===== src/rtl/alu_pkg.sv =====
// Shared constants and types for the ALU issue stage: ALU control codes,
// opcode/funct encodings, the issue entry record and skid-buffer occupancy.
package alu_pkg;

  localparam int WORD_W = 32;

  localparam logic [3:0] ALU_AND = 4'b0000;
  localparam logic [3:0] ALU_OR  = 4'b0001;
  localparam logic [3:0] ALU_ADD = 4'b0010;
  localparam logic [3:0] ALU_SUB = 4'b0110;
  localparam logic [3:0] ALU_SLT = 4'b0111;
  localparam logic [3:0] ALU_NOR = 4'b1100;

  localparam logic [5:0] OP_RTYPE = 6'b000000;
  localparam logic [5:0] OP_BEQ   = 6'b000100;
  localparam logic [5:0] OP_ADDI  = 6'b001000;
  localparam logic [5:0] OP_SLTI  = 6'b001010;
  localparam logic [5:0] OP_ANDI  = 6'b001100;
  localparam logic [5:0] OP_ORI   = 6'b001101;
  localparam logic [5:0] OP_LW    = 6'b100011;
  localparam logic [5:0] OP_SW    = 6'b101011;

  localparam logic [5:0] FN_ADD = 6'b100000;
  localparam logic [5:0] FN_SUB = 6'b100010;
  localparam logic [5:0] FN_AND = 6'b100100;
  localparam logic [5:0] FN_OR  = 6'b100101;
  localparam logic [5:0] FN_SLT = 6'b101010;
  localparam logic [5:0] FN_NOR = 6'b100111;

  typedef enum logic [1:0] {
    SK_EMPTY = 2'd0,
    SK_ONE   = 2'd1,
    SK_FULL  = 2'd2
  } skid_state_e;

  typedef struct packed {
    logic [WORD_W-1:0] a;
    logic [WORD_W-1:0] b;
    logic [3:0]        ctl;
    logic              illegal;
  } issue_entry_t;

endpackage


===== src/rtl/alu_ctl_decode.sv =====
// Combinational decode of opcode/funct into ALU control and the B operand.
// Undecodable ops still produce a well-defined entry (AND, B=rt) flagged illegal.
module alu_ctl_decode
  import alu_pkg::*;
(
  input  logic [5:0]        opcode,
  input  logic [5:0]        funct,
  input  logic [15:0]       imm,
  input  logic [WORD_W-1:0] rt,
  output logic [3:0]        alu_ctl,
  output logic [WORD_W-1:0] b_sel,
  output logic              illegal
);

  logic [WORD_W-1:0] imm_sext;
  logic [WORD_W-1:0] imm_zext;

  assign imm_sext = {{(WORD_W-16){imm[15]}}, imm};
  assign imm_zext = {{(WORD_W-16){1'b0}}, imm};

  // Opcode/funct lookup; defaults cover every undecodable combination.
  always_comb begin
    alu_ctl = ALU_AND;
    b_sel   = rt;
    illegal = 1'b0;
    case (opcode)
      OP_RTYPE: begin
        case (funct)
          FN_ADD:  alu_ctl = ALU_ADD;
          FN_SUB:  alu_ctl = ALU_SUB;
          FN_AND:  alu_ctl = ALU_AND;
          FN_OR:   alu_ctl = ALU_OR;
          FN_SLT:  alu_ctl = ALU_SLT;
          FN_NOR:  alu_ctl = ALU_NOR;
          default: illegal = 1'b1;
        endcase
      end
      OP_ADDI, OP_LW, OP_SW: begin
        alu_ctl = ALU_ADD;
        b_sel   = imm_sext;
      end
      OP_SLTI: begin
        alu_ctl = ALU_SLT;
        b_sel   = imm_sext;
      end
      OP_ANDI: begin
        alu_ctl = ALU_AND;
        b_sel   = imm_zext;
      end
      OP_ORI: begin
        alu_ctl = ALU_OR;
        b_sel   = imm_zext;
      end
      OP_BEQ:  alu_ctl = ALU_SUB;
      default: illegal = 1'b1;
    endcase
  end

endmodule


===== src/rtl/alu_issue_stage.sv =====
// Issue stage in front of the ALU: decodes the op, registers A/B/ALUctl behind
// a valid/ready handshake with a two-entry skid buffer, and counts issued ops.
//
// state    | meaning
// SK_EMPTY | nothing held, out_valid=0
// SK_ONE   | main entry drives the ALU, skid empty
// SK_FULL  | main entry stalled, skid holds the next op, in_ready=0
module alu_issue_stage
  import alu_pkg::*;
#(
  parameter int CNT_W = 16
) (
  input  logic              clk,
  input  logic              rst,
  input  logic              in_valid,
  output logic              in_ready,
  input  logic [5:0]        in_opcode,
  input  logic [5:0]        in_funct,
  input  logic [WORD_W-1:0] in_rs_data,
  input  logic [WORD_W-1:0] in_rt_data,
  input  logic [15:0]       in_imm,
  output logic [WORD_W-1:0] A,
  output logic [WORD_W-1:0] B,
  output logic [3:0]        ALUctl,
  output logic              out_illegal,
  output logic              out_valid,
  input  logic              out_ready,
  output logic [CNT_W-1:0]  issued_count
);

  skid_state_e  state, state_nxt;
  issue_entry_t main_q, skid_q, dec_entry;
  logic [3:0]        dec_ctl;
  logic [WORD_W-1:0] dec_b;
  logic              dec_ill;
  logic              acc, pop;
  logic              load_main, main_from_skid, load_skid;

  alu_ctl_decode u_dec (
    .opcode  (in_opcode),
    .funct   (in_funct),
    .imm     (in_imm),
    .rt      (in_rt_data),
    .alu_ctl (dec_ctl),
    .b_sel   (dec_b),
    .illegal (dec_ill)
  );

  assign dec_entry = {in_rs_data, dec_b, dec_ctl, dec_ill};

  // in_ready depends only on held state (and reset), never on out_ready.
  assign in_ready  = (state != SK_FULL) && !rst;
  assign out_valid = (state != SK_EMPTY);
  assign acc       = in_valid && in_ready;
  assign pop       = out_valid && out_ready;

  // Occupancy transitions and which entry loads from where.
  always_comb begin
    state_nxt      = state;
    load_main      = 1'b0;
    main_from_skid = 1'b0;
    load_skid      = 1'b0;
    case (state)
      SK_EMPTY: begin
        if (acc) begin
          load_main = 1'b1;
          state_nxt = SK_ONE;
        end
      end
      SK_ONE: begin
        if (pop && acc) begin
          load_main = 1'b1;
        end else if (pop) begin
          state_nxt = SK_EMPTY;
        end else if (acc) begin
          load_skid = 1'b1;
          state_nxt = SK_FULL;
        end
      end
      SK_FULL: begin
        if (pop) begin
          main_from_skid = 1'b1;
          state_nxt      = SK_ONE;
        end
      end
      default: state_nxt = SK_EMPTY;
    endcase
  end

  // State, entry storage and issued-op counter.
  always_ff @(posedge clk) begin
    if (rst) begin
      state        <= SK_EMPTY;
      main_q       <= '0;
      skid_q       <= '0;
      issued_count <= '0;
    end else begin
      state <= state_nxt;
      if (load_main) begin
        main_q <= dec_entry;
      end else if (main_from_skid) begin
        main_q <= skid_q;
      end
      if (load_skid) begin
        skid_q <= dec_entry;
      end
      if (pop) begin
        issued_count <= issued_count + CNT_W'(1);
      end
    end
  end

  assign A           = main_q.a;
  assign B           = main_q.b;
  assign ALUctl      = main_q.ctl;
  assign out_illegal = main_q.illegal;

endmodule


===== config.mk =====
export PLATFORM = sky130hd
export DESIGN_NAME = alu_issue_stage
export DESIGN_NICKNAME = d
export VERILOG_FILES = /design/src/rtl/alu_pkg.sv /design/src/rtl/alu_ctl_decode.sv /design/src/rtl/alu_issue_stage.sv
export SDC_FILE = /design/constraint.sdc
export NUM_CORES = 1
export LEC_CHECK = 0
export BUFFER_PORTS_ARGS = -buffer_cell sky130_fd_sc_hd__buf_4
export CAP_MARGIN = 40
export CORE_AREA = 2 2 149 151
export DETAILED_ROUTE_END_ITERATION = 7
export DIE_AREA = 0 0 151 153
export SLEW_MARGIN = 20
export SYNTH_ARGS = -nofsm -noshare
export SYNTH_HDL_FRONTEND = slang
export SYNTH_SLANG_ARGS = --single-unit
export TNS_END_PERCENT = 30

===== constraint.sdc =====
create_clock -name clk -period 4 [get_ports clk]
set_input_delay 0.2 -clock clk [delete_from_list [all_inputs] [get_ports clk]]
set_output_delay 0.2 -clock clk [all_outputs]
set_load 0.005 [all_outputs]

# --- Word level (Yosys, flattened, before mapping) ---
# Cells that the tools add are included.
word_totals:
  reg_bits: 156
  in_bits: 96
  out_inout_bits: 87
  elab_cells: 67
classes:
  addsub: 1
  n_eq_ne: 20
  muxes: 21
  n_reduce_logical: 15
op_table:
  columns: ["op", "count"]
  rows:
  - ["69-bit 2-to-1 mux", 2]
  - ["32-bit one-hot mux with 2 select lines", 1]
  - ["6-bit equality test, second input constant", 8]
  - ["4-bit one-hot mux with 5 select lines", 2]
  - ["6-bit by 4-bit equality test with 1-bit output, second input constant", 4]
  - ["16-bit by 1-bit adder with 16-bit output, second input constant", 1]
  - ["2-bit 2-to-1 mux", 5]
  - ["1-bit 2-to-1 mux", 8]
  - ["2-bit inequality test, second input constant", 4]
  - ["7-bit OR reduction", 1]
  - ["6-bit by 3-bit equality test with 1-bit output, second input constant", 1]
  - ["6-bit zero test", 1]
  - ["2-bit one-hot mux with 3 select lines", 1]
  - ["6-bit OR reduction", 1]
  - ["1-bit logical AND", 4]
  - ["1-bit one-hot mux with 2 select lines", 2]
  - ["4-bit AND reduction", 1]
  - ["2-bit nonzero test", 2]
  - ["4-bit OR reduction", 1]
  - ["3-bit inequality test, second input constant", 1]
  - ["3-bit OR reduction", 1]
  - ["2-bit by 1-bit equality test with 1-bit output, second input constant", 1]
  - ["2-bit equality test, second input constant", 1]
  - ["2-bit zero test", 1]
  - ["2 further kinds", 2]

# --- Depth between registers and ports, before layout ---
logic_depth:
  depth_word: 7
  ltp_mapped: 8
  ltp_nobuf: 5

# --- By module ---
# Synthesis repeated with hierarchy kept, for this count alone.
unflattened:
  cells_unflattened: 873
  hier_area_um2: 6927.9
by_module_without_submodules:
  columns: ["module", "n_inst", "cells_per_inst", "area_each_um2", "seq_area_each_um2"]
  rows:
  - ["alu_issue_stage", 1, 799, 6303.5, 3123.0]
  - ["alu_ctl_decode", 1, 74, 624.3, 0.0]

# --- Worst setup path before layout ---
# OpenSTA, ideal clock, no wires.
synth_path:
  path_type: "register -> register"
  startpoint: "reg state[0]"
  endpoint: "reg main_q, in the netlist B[10]"
  setup_time_ns: 0.095
  arrival_ns: 1.412
  required_ns: 3.905
  slack_ns: 2.493
  stages_incl_launch_ff: 7
  n_path_buf: 3
  period_less_slack_ns: 1.507
  path_cell_list: "dfxtp_1 buf_2 nand3b_1 buf_4 clkbuf_1 nand2_1 a221oi_1"
synth_via:
  elab_chain_cells: 7
  elab_cells_between_ends: 16
  classes_between: "eq/ne: 3; mux: 6; reduce/logical: 7"
synth_lines:
  columns: ["element", "line_no", "text"]
  rows:
  - ["start, declared", "alu_issue_stage.sv:31", "skid_state_e state, state_nxt;"]
  - ["start signal, assigned", "alu_issue_stage.sv:98", "state <= state_nxt;"]
  - ["2-bit inequality test", "alu_issue_stage.sv:52", "assign in_ready = (state != SK_FULL) && !rst;"]
  - ["1-bit logical AND", "alu_issue_stage.sv:52", null]
  - ["1-bit logical AND", "alu_issue_stage.sv:54", "assign acc = in_valid && in_ready;"]
  - ["1-bit logical AND", "alu_issue_stage.sv:71", "if (pop && acc) begin"]
  - ["1-bit 2-to-1 mux", "alu_issue_stage.sv:71", null]
  - ["1-bit one-hot mux with 2 select lines", "alu_issue_stage.sv:63", "case (state)"]
  - ["69-bit 2-to-1 mux / 2-bit nonzero test (equally long branches)", null, null]
  - ["end signal, assigned", "alu_issue_stage.sv:100", "main_q <= dec_entry;"]
  - ["end signal, assigned", "alu_issue_stage.sv:102", "main_q <= skid_q;"]
  - ["end, declared", "alu_issue_stage.sv:32", "issue_entry_t main_q, skid_q, dec_entry;"]
# Several ways; a longest one is shown, not always the timed one.
# A chain may end at the register's enable or synchronous reset.

# --- Final worst setup path ---
layout_path:
  startpoint: "reg state[0]"
  endpoint: "reg main_q, in the netlist B[29]"
# The elaborated chain is that of the path after synthesis.

==> flow_summary.json <==
{
  "outcome": "complete, no violations",
  "clk_pin_slew_ns": 0.06,
  "crit_type": "flop to flop",
  "fin_util": 0.413,
  "synth_seq_cells": 156,
  "ctsHoldBuffers": 0,
  "end_kind": "flop",
  "syn_avg_cell_area_sq_um": 8.47,
  "cp.arrival_ns": 2.49,
  "most-common-layout-cells": "buf_4, nand2_1, dfxtp_1",
  "rows": 54,
  "stdcell_area_sq_um": 8880,
  "drc": 0,
  "grt_pass1_wl_microns": 29800,
  "grtUsageMet3": 0.0448,
  "post_cts_buffers": 0,
  "yosysSeqAreaShare": 0.463,
  "hold_viol_final": 0,
  "syn-num-nets": 893,
  "async_flop_share": 0,
  "cp_max_fo": 54,
  "cts_max_level": 4,
  "drt_iter0_markers": 317,
  "cts_buffers": 17,
  "met2_usage": 0.256,
  "ys.flop_type": "dfxtp_1",
  "mostFrequentLayoutCell": "buf_4",
  "ir_worst_vdd_mv": 0.264,
  "wl_per_cell_microns": 15.1,
  "postRouteAntennaNets": 0,
  "synth_area_leader_cell": "dfxtp_1",
  "cts_resized": 0,
  "dpl-instance-area_sq_um": 8270,
  "rsz0062_at_grt": "no",
  "antenna_found_initial": 0,
  "skew_ns": 0.00873,
  "min_path_type": "input pin to flop",
  "start_util": 0.314,
  "vias": 6098,
  "start_kind": "flop",
  "routed_via_density": 4.97,
  "maxSlewViolCount": 0,
  "totalWireLength_microns": 18500,
  "die_width_microns": 151,
  "setup_violations": 0,
  "drive_gt1_frac": 0.257,
  "min_period_ns": 2.18,
  "dpl.hpwl_microns": 12100,
  "period_share": 0.546,
  "core_sq_um": 21500,
  "grt.met1_usage": 0.215,
  "clk_latency_ns": 0.41,
  "tns_ns": 0,
  "cts_root_buffer": "clkbuf_16",
  "grt_max_degree": 63,
  "power.leakage_nw": 3.49,
  "fin_nets": 1034,
  "critPathRequiredTime_ns": 4.31,
  "die_h_microns": 153,
  "tightest_slew_ns": 1.04,
  "synth.area.top_cells": "dfxtp_1, nand2_1, a21oi_1",
  "synth_top_area_frac": 0.463,
  "synth_warnings": 0,
  "io_buffers": 182,
  "timing.fmax_mhz": 458,
  "synth-edff-count": 0,
  "first_pass_iters": 4,
  "grt.total_usage": 0.160,
  "overflow": 0,
  "dieArea_sq_um": 23100,
  "grt_pass1_vias": 5760,
  "place_congestion": 0.731,
  "cap_violations": 0,
  "synth_cell_types": 60,
  "top_usage_layer": "met2",
  "cts_tree": "built",
  "power_density_nw_per_um2": 424,
  "slew_headroom": 0.309,
  "area_growth_syn_to_layout_pct": 31.7,
  "ioPinCount": 183,
  "cts.sinks": 156,
  "max-clock-path-buffers": 2,
  "antenna_cells": 0,
  "syn_inst": 796,
  "ff2ff_setup_slack_ns": 1.82,
  "synth_area_sq_um": 6740
}
area by class of cell:
class / instances / area (sq um)
fill: 2170 / 12600
timing repair buffer: 192 / 1500
clock inverter: 7 / 139
clock buffer: 23 / 468
multi-input combinational: 569 / 3300
sequential: 156 / 3120
tap: 280 / 350
inverter: 1 / 3.75
sequential cells by signal, summed over array words and instances, names as in the netlist:
name,flops
issued_count,16
B,32
ALUctl,4
skid_q,69
state,2
A,32
out_illegal,1
worst max-delay path, cell delays in order, from the launching register on:
cell and delay (ns):
dfxtp_1 0.51, nor2b_2 0.37, nand2b_4 0.42, buf_12 0.31, nor2_2 0.15, a221oi_1 0.32
layer usage:
metal | share of wire | vias to the layer above | wire [microns]
met5 | 0 | - | 0
met4 | 0.0075 | 0 | 139
met3 | 0.064 | 9 | 1190
met2 | 0.46 | 158 | 8580
met1 | 0.47 | 2833 | 8620
li1 | - | 3098 | -
cells by family after synthesis:
kind of cell / count (synthesis) / share of synthesized area
xor+xnor: 10 / 0.0130
simple gates: 330 / 0.213
mux: 30 / 0.0445
fa+ha+maj: 1 / 0.00186
compound gates: 198 / 0.214
buf+inv: 71 / 0.0508
flops: 156 / 0.463
worst paths after layout:
kind	cells after the start	end	start
max	5	B[29]$_SDFFE_PP0P_	state[0]$_SDFFE_PP0P_
min	3	skid_q[60]$_SDFFE_PP0P_	in_rs_data[23]
max reg2reg	5	B[29]$_SDFFE_PP0P_	state[0]$_SDFFE_PP0P_
min reg2reg	2	skid_q[49]$_SDFFE_PP0P_	skid_q[49]$_SDFFE_PP0P_
cell usage after synthesis (2+ instances only):
| master | instances |
|---|---|
| a211oi_1 | 34 |
| a21boi_0 | 7 |
| a21oi_1 | 65 |
| a221oi_1 | 24 |
| a221oi_2 | 2 |
| a311oi_1 | 33 |
| a31o_2 | 6 |
| a31oi_1 | 7 |
| and2_1 | 2 |
| and3_1 | 2 |
| buf_1 | 4 |
| buf_2 | 31 |
| buf_4 | 5 |
| clkbuf_1 | 28 |
| dfxtp_1 | 156 |
| mux2i_1 | 30 |
| nand2_1 | 183 |
| nand2b_1 | 6 |
| nand3_1 | 4 |
| nand3b_1 | 3 |
| nand4_1 | 3 |
| nor2_1 | 86 |
| nor2_2 | 2 |
| nor2b_1 | 4 |
| nor3_1 | 9 |
| nor3b_1 | 3 |
| nor4_1 | 6 |
| o21a_1 | 2 |
| o21ai_0 | 6 |
| or2_1 | 2 |
| or2_2 | 3 |
| or3_1 | 2 |
| xnor2_1 | 5 |
| xor2_1 | 5 |
power breakdown:
part,internal (mW),switching (mW)
registers,1.62,0.0401
clock network,1.07,0.621
logic,0.211,0.202
per-stage QoR:
| step | cells | hold WS [ns] | setup WS (ns) | total power, mW |
|---|---|---|---|---|
| detailed placement | 1198 | 0.447 | 1.77 | 2.11 |
| finish | 1228 | 0.0421 | 1.82 | 3.77 |
| global route | 1228 | 0.0221 | 1.61 | 3.93 |
| floorplan | 796 | 0.336 | 2.49 | 1.90 |
| global placement | 1194 | 0.442 | 1.67 | 2.10 |
| CTS | 1228 | 0.0241 | 1.80 | 3.81 |
Note: power is estimated with default switching activity, not from simulation.
